--- src/rtl/ula_seq_ctrl_if.sv ---
// Board-side bundle between ula_seq_ctrl, the switches, the ALU and the display.
// master = board/ALU/bench side, slave = the sequencer.
interface ula_seq_ctrl_if;
  logic       start;
  logic [3:0] sw_a;
  logic [3:0] sw_b;
  logic [2:0] sw_op;
  logic [3:0] alu_a;
  logic [3:0] alu_b;
  logic [2:0] alu_op;
  logic [7:0] alu_res;
  logic       alu_cout;
  logic       alu_ovf;
  logic [6:0] HEX0;
  logic [6:0] HEX1;
  logic [6:0] HEX2;
  logic       ledr_zero;
  logic       ledr_carry;
  logic       ledr_ovf;
  logic       ledr_neg;
  logic       busy;
  logic       done;

  modport master (
    output start, sw_a, sw_b, sw_op,
    output alu_res, alu_cout, alu_ovf,
    input  alu_a, alu_b, alu_op,
    input  HEX0, HEX1, HEX2,
    input  ledr_zero, ledr_carry, ledr_ovf, ledr_neg,
    input  busy, done
  );

  modport slave (
    input  start, sw_a, sw_b, sw_op,
    input  alu_res, alu_cout, alu_ovf,
    output alu_a, alu_b, alu_op,
    output HEX0, HEX1, HEX2,
    output ledr_zero, ledr_carry, ledr_ovf, ledr_neg,
    output busy, done
  );
endinterface

--- src/rtl/ula_seq_ctrl.sv ---
// ALU operand sequencer: latches operands, converts the result to BCD, drives 7-seg.
// Define ULA_SEQ_CTRL_BLANK_EN to blank leading zero digits on HEX2/HEX1.
module ula_seq_ctrl (
  input  logic          clk,
  input  logic          rst_n,
  ula_seq_ctrl_if.slave bus
);

  typedef enum logic [1:0] {
    S_IDLE,
    S_EXEC,
    S_CONV,
    S_SHOW
  } state_t;

  localparam logic [6:0] SEG_ZERO  = 7'b1000000;
  localparam logic [6:0] SEG_BLANK = 7'b1111111;

`ifdef ULA_SEQ_CTRL_BLANK_EN
  localparam logic [6:0] RST_HI = SEG_BLANK;
`else
  localparam logic [6:0] RST_HI = SEG_ZERO;
`endif

  function automatic logic [6:0] seg7(input logic [3:0] d);
    logic [6:0] s;
    case (d)
      4'd0:    s = 7'b1000000;
      4'd1:    s = 7'b1111001;
      4'd2:    s = 7'b0100100;
      4'd3:    s = 7'b0110000;
      4'd4:    s = 7'b0011001;
      4'd5:    s = 7'b0010010;
      4'd6:    s = 7'b0000010;
      4'd7:    s = 7'b1111000;
      4'd8:    s = 7'b0000000;
      4'd9:    s = 7'b0010000;
      default: s = SEG_BLANK;
    endcase
    return s;
  endfunction

  function automatic logic [11:0] dd_adj(input logic [11:0] b);
    logic [11:0] o;
    o = b;
    for (int i = 0; i < 3; i++) begin
      if (b[i*4 +: 4] >= 4'd5)
        o[i*4 +: 4] = b[i*4 +: 4] + 4'd3;
    end
    return o;
  endfunction

  state_t      r_state;
  logic        r_start_q;
  logic [2:0]  r_cnt;
  logic [11:0] r_bcd;
  logic [7:0]  r_bin;
  logic [7:0]  r_res;
  logic        r_cout;
  logic        r_ovf;
  logic [3:0]  r_alu_a;
  logic [3:0]  r_alu_b;
  logic [2:0]  r_alu_op;
  logic [6:0]  r_hex0;
  logic [6:0]  r_hex1;
  logic [6:0]  r_hex2;
  logic        r_zero;
  logic        r_carry;
  logic        r_ovf_led;
  logic        r_neg;
  logic        r_done;

  logic        w_req;
  logic [11:0] w_adj;
  logic [19:0] w_dd;
  logic [6:0]  w_hex1;
  logic [6:0]  w_hex2;

  assign w_req = bus.start & ~r_start_q;
  assign w_adj = dd_adj(r_bcd);
  assign w_dd  = {w_adj[10:0], r_bin, 1'b0};

`ifdef ULA_SEQ_CTRL_BLANK_EN
  assign w_hex2 = (r_bcd[11:8] == 4'd0) ? SEG_BLANK
                                        : seg7(r_bcd[11:8]);
  assign w_hex1 = (r_bcd[11:4] == 8'd0) ? SEG_BLANK
                                        : seg7(r_bcd[7:4]);
`else
  assign w_hex2 = seg7(r_bcd[11:8]);
  assign w_hex1 = seg7(r_bcd[7:4]);
`endif

  always_ff @(posedge clk) begin
    if (!rst_n) begin
      r_state   <= S_IDLE;
      r_start_q <= 1'b0;
      r_cnt     <= 3'd0;
      r_bcd     <= 12'd0;
      r_bin     <= 8'd0;
      r_res     <= 8'd0;
      r_cout    <= 1'b0;
      r_ovf     <= 1'b0;
      r_alu_a   <= 4'd0;
      r_alu_b   <= 4'd0;
      r_alu_op  <= 3'd0;
      r_hex0    <= SEG_ZERO;
      r_hex1    <= RST_HI;
      r_hex2    <= RST_HI;
      r_zero    <= 1'b1;
      r_carry   <= 1'b0;
      r_ovf_led <= 1'b0;
      r_neg     <= 1'b0;
      r_done    <= 1'b0;
    end else begin
      r_start_q <= bus.start;
      r_done    <= 1'b0;
      unique case (r_state)
        S_IDLE: begin
          if (w_req) begin
            r_alu_a  <= bus.sw_a;
            r_alu_b  <= bus.sw_b;
            r_alu_op <= bus.sw_op;
            r_state  <= S_EXEC;
          end
        end
        S_EXEC: begin
          r_res   <= bus.alu_res;
          r_bin   <= bus.alu_res;
          r_cout  <= bus.alu_cout;
          r_ovf   <= bus.alu_ovf;
          r_bcd   <= 12'd0;
          r_cnt   <= 3'd0;
          r_state <= S_CONV;
        end
        S_CONV: begin
          {r_bcd, r_bin} <= w_dd;
          r_cnt <= r_cnt + 3'd1;
          if (r_cnt == 3'd7)
            r_state <= S_SHOW;
        end
        S_SHOW: begin
          r_hex0    <= seg7(r_bcd[3:0]);
          r_hex1    <= w_hex1;
          r_hex2    <= w_hex2;
          r_zero    <= (r_res == 8'd0);
          r_carry   <= r_cout;
          r_ovf_led <= r_ovf;
          r_neg     <= r_res[7];
          r_done    <= 1'b1;
          r_state   <= S_IDLE;
        end
        default: r_state <= S_IDLE;
      endcase
    end
  end

  assign bus.alu_a      = r_alu_a;
  assign bus.alu_b      = r_alu_b;
  assign bus.alu_op     = r_alu_op;
  assign bus.HEX0       = r_hex0;
  assign bus.HEX1       = r_hex1;
  assign bus.HEX2       = r_hex2;
  assign bus.ledr_zero  = r_zero;
  assign bus.ledr_carry = r_carry;
  assign bus.ledr_ovf   = r_ovf_led;
  assign bus.ledr_neg   = r_neg;
  assign bus.busy       = (r_state != S_IDLE);
  assign bus.done       = r_done;

endmodule

--- src/flat_wrapper.sv ---
// flat-port wrapper written by rule: the top's interface ports become plain ports
module ula_seq_ctrl_flat 
  (clk, rst_n, bus_start, bus_sw_a, bus_sw_b, bus_sw_op, bus_alu_res, bus_alu_cout, bus_alu_ovf, bus_alu_a, bus_alu_b, bus_alu_op, bus_HEX0, bus_HEX1, bus_HEX2, bus_ledr_zero, bus_ledr_carry, bus_ledr_ovf, bus_ledr_neg, bus_busy, bus_done);
  ula_seq_ctrl_if bus_i ();
  input  logic clk;
  input  logic rst_n;
  input wire logic [$bits(bus_i.start)-1:0] bus_start;
  input wire logic [$bits(bus_i.sw_a)-1:0] bus_sw_a;
  input wire logic [$bits(bus_i.sw_b)-1:0] bus_sw_b;
  input wire logic [$bits(bus_i.sw_op)-1:0] bus_sw_op;
  input wire logic [$bits(bus_i.alu_res)-1:0] bus_alu_res;
  input wire logic [$bits(bus_i.alu_cout)-1:0] bus_alu_cout;
  input wire logic [$bits(bus_i.alu_ovf)-1:0] bus_alu_ovf;
  output wire logic [$bits(bus_i.alu_a)-1:0] bus_alu_a;
  output wire logic [$bits(bus_i.alu_b)-1:0] bus_alu_b;
  output wire logic [$bits(bus_i.alu_op)-1:0] bus_alu_op;
  output wire logic [$bits(bus_i.HEX0)-1:0] bus_HEX0;
  output wire logic [$bits(bus_i.HEX1)-1:0] bus_HEX1;
  output wire logic [$bits(bus_i.HEX2)-1:0] bus_HEX2;
  output wire logic [$bits(bus_i.ledr_zero)-1:0] bus_ledr_zero;
  output wire logic [$bits(bus_i.ledr_carry)-1:0] bus_ledr_carry;
  output wire logic [$bits(bus_i.ledr_ovf)-1:0] bus_ledr_ovf;
  output wire logic [$bits(bus_i.ledr_neg)-1:0] bus_ledr_neg;
  output wire logic [$bits(bus_i.busy)-1:0] bus_busy;
  output wire logic [$bits(bus_i.done)-1:0] bus_done;
  assign bus_i.start = bus_start;
  assign bus_i.sw_a = bus_sw_a;
  assign bus_i.sw_b = bus_sw_b;
  assign bus_i.sw_op = bus_sw_op;
  assign bus_i.alu_res = bus_alu_res;
  assign bus_i.alu_cout = bus_alu_cout;
  assign bus_i.alu_ovf = bus_alu_ovf;
  assign bus_alu_a = bus_i.alu_a;
  assign bus_alu_b = bus_i.alu_b;
  assign bus_alu_op = bus_i.alu_op;
  assign bus_HEX0 = bus_i.HEX0;
  assign bus_HEX1 = bus_i.HEX1;
  assign bus_HEX2 = bus_i.HEX2;
  assign bus_ledr_zero = bus_i.ledr_zero;
  assign bus_ledr_carry = bus_i.ledr_carry;
  assign bus_ledr_ovf = bus_i.ledr_ovf;
  assign bus_ledr_neg = bus_i.ledr_neg;
  assign bus_busy = bus_i.busy;
  assign bus_done = bus_i.done;
  ula_seq_ctrl u_core (.clk(clk), .rst_n(rst_n), .bus(bus_i));
endmodule
--- config.mk ---
export PLATFORM = sky130hd
export DESIGN_NAME = ula_seq_ctrl_flat
export DESIGN_NICKNAME = d
export VERILOG_FILES = /design/src/rtl/ula_seq_ctrl_if.sv /design/src/rtl/ula_seq_ctrl.sv /design/src/flat_wrapper.sv
export SDC_FILE = /design/constraint.sdc
export NUM_CORES = 1
export LEC_CHECK = 0
export ABC_AREA = 1
export ABC_CLOCK_PERIOD_IN_PS = 1300
export CORE_MARGIN = 1.5
export CORE_UTILIZATION = 34
export DETAILED_ROUTE_END_ITERATION = 7
export SLEW_MARGIN = 20
export SYNTH_ARGS = -nofsm -noshare
export SYNTH_HDL_FRONTEND = slang
export SYNTH_SLANG_ARGS = --single-unit
--- constraint.sdc ---
create_clock -name clk -period 1.3 [get_ports clk]
set_clock_uncertainty 0.05 [all_clocks]
set_input_delay 0.26 -clock clk [delete_from_list [all_inputs] [get_ports clk]]
set_output_delay 0.26 -clock clk [all_outputs]
set_load 0.02 [all_outputs]
-- Word level (Yosys, flattened, before mapping)
Memories as Yosys holds them, arrays and structs flattened. A register that Yosys moved wholly into a read port is not among the register bits.
Index checks and enable logic that the tools add are counted.
- add/subtract/negate cells: 4
- multipliers: 0
- div/mod/pow operators: 0
- magnitude comparators: 3
- equality and inequality tests: 6
- shift-type cells: 0
- mux-type cells: 10
- bitwise logic cells: 2
- reduce and logical (&&, ||, !) cells: 9
- operators by type and width (cell ; number):
    case mux 12 bit (2 select lines) ; 1
    case mux 8 bit (2 select lines) ; 1
    greater-or-equal comparator 4 x 3 -> 1 bit, second input constant ; 3
    adder 4 x 2 -> 4 bit, second input constant ; 2
    zero test 8 bit ; 1
    2-to-1 mux 4 bit ; 2
    case mux 2 bit (4 select lines) ; 1
    case mux 3 bit (2 select lines) ; 1
    == test 2 bit, second input constant ; 2
    2-to-1 mux 2 bit ; 2
    inequality test 2 x 1 -> 1 bit, second input constant ; 2
    AND reduction 2 bit ; 2
    nonzero test 2 bit ; 2
    adder 3 x 1 -> 3 bit, second input constant ; 1
    adder 3 x 2 -> 3 bit, second input constant ; 1
    == test 3 bit, second input constant ; 1
    zero test 1 bit ; 3
    2-to-1 mux 3 bit ; 1
    == test 2 x 1 -> 1 bit, second input constant ; 1
    zero test 2 bit ; 1
    bitwise AND 1 bit ; 1
    2-to-1 mux 1 bit ; 1
    inverter 1 bit ; 1
- flip-flop bits (word level): 52
- latch bits: 0
- memory bits (writable): 0
- bits in read-only memories: 336
- input bits: 24
- output and inout port bits: 38
- word-level logic and storage cells: 53
- memories: 3
- memory list (memory ; depth ; width ; read ports ; clocked after memory_dff ; write ports ; line ; RTL):
    (no name shown) ; 16 ; 7 ; 1 ; 1 ; 0 ; ula_seq_ctrl.sv:27 ; case (d)
    (no name shown) ; 16 ; 7 ; 1 ; 1 ; 0 ; ula_seq_ctrl.sv:27 ;
    (no name shown) ; 16 ; 7 ; 1 ; 1 ; 0 ; ula_seq_ctrl.sv:27 ;

-- Depth between registers and ports, before layout
Gate-level depths: netlist of the first run.
- depth in word-level cells: 4
- gate-level depth with buffers: 10

-- Worst setup path after synthesis of the first run
OpenSTA, ideal clock, no wires.
- kind: register -> register
- start: reg u_core.r_state[0]
- end: reg u_core.r_bcd[7]
- arrival: 1.278 ns
- required time: 1.180 ns
- slack: -0.098 ns
- stages on the path, launching flop included: 8
- path buffers: 2
- clock period less this slack: 1.398 ns
- path through: dfxtp_1 inv_1 ha_1 buf_4 inv_1 buf_4 nand2_1 a21oi_1
- cells in the longest elaborated chain, start to end: 2
- elaborated cells on any way between the ends: 4
- classes of those cells: eq/ne: 2; mux: 1; reduce/logical: 1
- RTL lines (what ; line ; RTL):
    from (decl) ; ula_seq_ctrl.sv:53 ; state_t r_state;
    from (signal assigned) ; ula_seq_ctrl.sv:95 ; r_state <= S_IDLE;
    from (signal assigned) ; ula_seq_ctrl.sv:123 ; r_state <= S_EXEC;
    from (signal assigned) ; ula_seq_ctrl.sv:133 ; r_state <= S_CONV;
    == test 2 bit / == test 2 x 1 -> 1 bit (equally long branches) ; ula_seq_ctrl.sv:117 ; unique case (r_state)
    case mux 12 bit (2 select lines) / nonzero test 2 bit (equally long branches) ; -- ;
    to (signal assigned) ; ula_seq_ctrl.sv:136 ; {r_bcd, r_bin} <= w_dd;
    to (decl) ; ula_seq_ctrl.sv:56 ; logic [11:0] r_bcd;
Parallel ways exist; a longest one is shown, timed or not.
A chain may end at the register's enable or synchronous reset.

-- Worst setup path in the final report of the first run
- start: reg u_core.r_state[0]
- end: out bus_busy
- cells in the longest elaborated chain, start to end: 1
- RTL lines (what ; line ; RTL):
    nonzero test 2 bit ; ula_seq_ctrl.sv:167 ; assign bus.busy = (r_state != S_IDLE);
    to (decl) ; flat_wrapper.sv:24 ; output wire logic [$bits(bus_i.busy)-1:0] bus_busy;
Every way passes these cells.

==> results.toml, run 1 <==
[outcome]
status = "complete, but fails checks"
violations = "negative setup slack"

[synth]
ys.flop_type = "dfxtp_1"
ys_ff_latch = 73
syn-mean-instance-area_sq_um = 7.41
post_synth_num_cell_types = 27
async_flop_share_pct = 0
synth-edff-count = 0
synthCells = 460
syn_area_sq_um = 3410
yosysWarningCount = 0
synth_nets = 507
seq_area_frac_synth_pct = 42.9

[global_routing]
antenna_found_initial = 0
grt_overflow_total = 0
grt_pass1_vias = 3110
grt_use_total_pct = 17.1
grt_max_degree = 32
grt_pass1_wl_um = 14100

[critical_path]
critPathMaxFanout = 2
worstPathArrival_ns = 1.04
worst_ep_required_time_ns = 0.99
r2r_setup_slack_ns = -0.01
cp-end-kind = "primary output"
worstSetupStartpointType = "register"
crit_type = "reg2out"

[cells_and_area]
syn_to_final_growth_pct = 42.4
layout_commonest_cell = "nand2_1"
final_net_count = 602
antenna_cells = 0
layout_common_cells = "nand2_1 (71), dfxtp_1 (65), nor2_1 (49), a21oi_1 (44), inv_1 (36)"
fillers = 989
drive_gt1_share_pct = 31.6

[floorplanning]
die_h_um = 103
rows = 36
core_area_sq_um = 9730
start_util_pct = 35.0
dieArea_sq_um = 10600
num_io_pins = 62
dieWidth_um = 103

[placed_design]
place_congestion = 0.859
hpwl_um = 5790
numPortBuffers = 61

[route]
wl_per_cell_um = 13.2
initialDrtViolationCount = 67
vias = 3293
first_pass_iters = 4
route.detailed.drc = 0
drt_wl_total_um = 9140
ant_nets = 0
viasPerCell = 4.75

[sta]
relSlewSlack_pct = 74.0
finalHoldViolations = 0
tightestPinTransition_ns = 0.387
setup_violations = 2
post-route-period-util_pct = 104
grt_setup_unrepaired = "yes"
hold_slack_ns = 0.395
max_freq_ghz = 0.740
finalMaxSlewViolations = 0
fin_ws_ns = -0.0522
period_minus_slack_ns = 1.35

[pwr]
leakage_nw = 2.14
power.total_mw = 7.76
ir_drop_mv = 0.669
p_per_area_nw_per_um2 = 1600

[cts]
ctsHoldBuffers = 0
worstSkewPairLatency_ns = 0.35
cts_sinks = 73
cts.clk_slew.worst_paths_ns = 0.09
cts_root_buf = "clkbuf_8"
cts_max_path_buffers = 2
cts_tree = "done"
cts.htree.levels = 3
cts_buffers = 9

[run]
cap_violations = 0

[hold_path]
holdCritPathClass = "reg2reg"
## repair_timing
| item | CTS | global route |
|---|---|---|
| resized for setup | 132 | 119 |
| buffers inserted | 2 | 1 |
| pin swaps | 2 | 14 |
| endpoints found under the setup margin | 97 | 82 |
| gates cloned | 0 | 3 |
## worst max-delay path, cell delays in order (launching register included)
cell and delay [ns]:
dfxtp_2 0.33, inv_2 0.08, ha_4 0.14, inv_2 0.03
buf_6 0.12
## routing by layer
layer | vias up | global-route usage (%) | wire (um)
li1 | 1686 | - | -
met1 | 1520 | 21.4 | 4340
met2 | 81 | 28.4 | 4240
met3 | 6 | 4.27 | 457
met4 | 0 | 6.44 | 101
met5 | - | 0 | 0
## sequential cells by signal (all words and copies together), names as in the netlist, 4 cells and up
signal / flops
u_core.r_res: 8
u_core.bus.HEX2: 7
u_core.r_bcd: 12
u_core.bus.alu_a: 4
u_core.r_bin: 8
u_core.bus.HEX1: 7
u_core.bus.alu_b: 4
u_core.bus.HEX0: 7
## per-stage QoR
stage | area [sq um] | std cells | TNS, ns | worst slack (ns) | util, %
finish | 4860 | 693 | -0.0643 | -0.0522 | 49.9
global route | 4860 | 693 | -0.602 | -0.0976 | 49.9
CTS | 4690 | 689 | -0.0587 | -0.0587 | 48.2
detailed placement | 4400 | 671 | -8.90 | -0.173 | 45.3
global placement | 4400 | 671 | -7.76 | -0.160 | 45.3
floorplan | 3440 | 460 | -0.0136 | -0.0136 | -
## synth_stat cells, types with 3 or more instances
cell,number,area share [%]
o21ai_0,50,7.3
o211ai_1,9,2.0
ha_1,23,8.4
a31oi_1,3,0.55
buf_2,4,0.59
nand2_1,80,8.8
nor2_1,51,5.6
buf_4,4,0.88
clkbuf_1,9,0.99
inv_1,50,5.5
nor3_1,3,0.44
a21oi_2,3,0.77
a21oi_1,49,7.2
nand3_1,27,4.0
dfxtp_1,73,43
inv_2,7,0.77
## worst paths after layout
path                             from                  end  depth (start not counted)
setup / recovery    u_core.r_state[0]             bus_busy                          4
hold / removal    u_core.bus.alu_b[1]  u_core.bus.alu_b[1]                          2
setup reg to reg    u_core.r_state[1]   u_core.bus.HEX0[2]                          8
hold reg to reg   u_core.bus.alu_b[1]  u_core.bus.alu_b[1]                          2
## final cells by class
| class | count | area [sq um] | share of cell area, % |
|---|---|---|---|
| Multi-Input combinational cell | 308 | 1880 | 38.7 |
| Inverter | 58 | 245 | 5.05 |
| Clock buffer | 10 | 128 | 2.63 |
| Timing Repair Buffer | 104 | 905 | 18.6 |
| Clock inverter | 6 | 45.0 | 0.928 |
| Sequential cell | 73 | 1480 | 30.5 |
| Tap cell | 133 | 166 | 3.43 |
| Timing Repair inverter | 1 | 8.76 | 0.180 |
## cells by family after synthesis
kind of cell | Yosys count | synth area share (%)
AND/OR/NAND/NOR | 165 | 19.9
flip-flops | 73 | 42.9
AO/OA/AOI/OAI | 120 | 19.0
buffers and inverters | 79 | 9.80
adder cells (fa/ha/maj) | 23 | 8.44
## where the power goes
| part | switching (mW) | leakage, nW | internal (mW) | total [mW] |
|---|---|---|---|---|
| clock | 0.927 | 0.0785 | 0.696 | 1.62 |
| combinational | 1.79 | 1.46 | 1.42 | 3.20 |
| sequential | 0.235 | 0.600 | 2.70 | 2.93 |
| total | 2.95 | 2.14 | 4.81 | 7.76 |
No activity file was read; power rests on OpenSTA's default activity.
==> inputs of run 2 (changes only) <==
Settings changed: ABC_CLOCK_PERIOD_IN_PS 1300 to 1500, CTS_BUF_LIST set to sky130_fd_sc_hd__clkbuf_2 sky130_fd_sc_hd__clkbuf_4 sky130_fd_sc_hd__clkbuf_8, GPL_TIMING_DRIVEN set to 0.
Clock period 1.3 ns to 1.5 ns, I/O delays scaled along.
==> run 2 against run 1 <==
Net effect: the flow now finishes without violations; core utilization is 3.9 points lower; clock-buffer cell count is 1 lower; routed wire length is 7.6% lower; critical path depth stayed put; design area is 7.7% lower; die area stayed put; clock power is 12% higher; sequential power is 14% lower; sequential share of layout area is 2.7 points higher; highest routed layer unchanged.
==> results.toml, run 2 (synthesized netlist as in run 1, its figures left out) <==
[global_routing]
grt_max_degree = 13
antenna_found_initial = 0
grt_pass1_wl_um = 13900
grt_pass1_vias = 2930
grt_use_total_pct = 16.9
grt_overflow_total = 0

[sta]
period_minus_slack_ns = 1.45
post-route-period-util_pct = 96.9
max_freq_ghz = 0.688
tightestPinTransition_ns = 0.518
finalMaxSlewViolations = 0
grt_setup_unrepaired = "yes"
finalHoldViolations = 0
setup_violations = 0
relSlewSlack_pct = 65.4

[critical_path]
worst_ep_required_time_ns = 1.15
critPathMaxFanout = 4
worstSetupStartpointType = "register"
cp_slowest_cell = "dfxtp_2"
critPathTopFamily = "flip-flops"
worstPathArrival_ns = 1.10
crit_type = "reg2out"
critical-path-max-stage-delay_ns = 0.34
crit_buf_inv = 3
cp-end-kind = "primary output"
worstPathCellList = "inv_2 > ha_4 > inv_1 > buf_4"

[pwr]
ir_drop_mv = 0.567
leakage_nw = 2.08
power.total_mw = 6.57
p_per_area_nw_per_um2 = 1470

[route]
vias = 3102
route.detailed.drc = 0
drt_wl_total_um = 8450
wl_per_cell_um = 12.5
viasPerCell = 4.60
initialDrtViolationCount = 83
ant_nets = 0
first_pass_iters = 4

[cells_and_area]
fin_cells = 675
seq_area_sq_um = 1480
reg_top3 = "u_core.r_bcd x12, u_core.r_bin x8, u_core.r_res x8"
layout_commonest_cell = "nand2_1"
final_net_count = 585
fillers = 1066
drive_gt1_share_pct = 14.2
largest_reg_flops = 12
antenna_cells = 0
largest_register = "u_core.r_bcd"
multi_input_area_sq_um = 1650
layout_common_cells = "nand2_1 (78), dfxtp_1 (65), o21ai_0 (50), nor2_1 (50), a21oi_1 (48)"
syn_to_final_growth_pct = 31.4

[cts]
ctsHoldBuffers = 0
cts_tree = "done"
worstSkewPairLatency_ns = 0.34
cts_max_path_buffers = 2
cts_sinks = 73
cts.htree.levels = 3
cts_root_buf = "clkbuf_8"
cts_buffers = 9
cts.clk_slew.worst_paths_ns = 0.08

[placed_design]
hpwl_um = 5940
place_inst = 653
numPortBuffers = 60
place_congestion = 0.885

[floorplanning]
dieArea_sq_um = 10600
num_io_pins = 62
core_area_sq_um = 9730
start_util_pct = 35.0
die_h_um = 103
dieWidth_um = 103
rows = 36

[hold_path]
holdCritPathClass = "in2reg"

[outcome]
status = "complete, no violations"

[run]
cap_violations = 0
[run 2: cell types whose count changed in the layout (fill, tap and decap cells not counted), sizes merged]
cell,previous run,this run
clkdlybuf4s15,11,0
dlygate4sd2,0,37
clkbuf,15,20
clkinv,5,3
clkinvlp,3,1
bufinv,0,3
clkdlybuf4s50,23,22
buf,65,18
[run 2: timing repair]
action                                  4_1_cts  5_1_grt
gates resized for setup                      54       25
pin swaps                                     0        2
cloned                                        1        0
buffers inserted                              2        4
hold endpoints to repair                      0        0
endpoints found under the setup margin       76       37
[run 2: worst paths after layout]
kind	startpoint	endpoint	slack [ns]	depth (start not counted)
setup / recovery	u_core.r_state[0]	bus_busy	0.05	4
setup reg to reg	u_core.r_state[0]	u_core.r_bcd[3]	0.12	8
hold reg to reg	u_core.bus.alu_a[0]	u_core.bus.alu_a[0]	0.39	2
hold / removal	rst_n	u_core.bus.HEX2[1]	0.32	4
[run 2: per-stage QoR]
step | hold WS (ns) | cell area, sq um | worst slack, ns | TNS, ns | util, %
after global placement | 0.382 | 4180 | -0.171 | -2.06 | 42.9
after global routing | 0.323 | 4480 | -0.00845 | -0.0117 | 46.1
final | 0.320 | 4480 | 0.0462 | 0 | 46.1
after CTS | 0.308 | 4400 | -0.0892 | -0.0892 | 45.2
after detailed placement | 0.385 | 4180 | -0.203 | -2.55 | 42.9
after floorplan | 0.343 | 3410 | 0.102 | 0 | -
[run 2: per-layer routing]
layer | GRT usage, % | part of all wire [%]
met1 | 22.2 | 50
met2 | 27.6 | 44
met3 | 3.86 | 4.5
met4 | 4.99 | 1.2
met5 | 0 | 0
[run 2: final cells by class]
type / instances / area share [%]
Tap cell: 133 / 3.71
Timing Repair Buffer: 67 / 13.5
Clock buffer: 9 / 2.76
Sequential cell: 73 / 33.1
Multi-Input combinational cell: 308 / 36.8
Clock inverter: 6 / 2.40
Inverter: 58 / 4.86
Buffer: 21 / 2.85
[run 2: power breakdown]
part | leakage (nW) | internal, mW | switching [mW]
Sequential | 0.601 | 2.34 | 0.196
Combinational | 1.36 | 0.906 | 1.31
Clock | 0.115 | 1.09 | 0.732
[run 2: worst reg2reg max path, cell delays in order, from the launching register on]
cell     delay (ns)
dfxtp_2        0.34
inv_2          0.09
ha_1           0.17
buf_4          0.18
nand2_2        0.07
inv_2          0.10
buf_4          0.12
nand3_1        0.07
a21oi_1        0.15
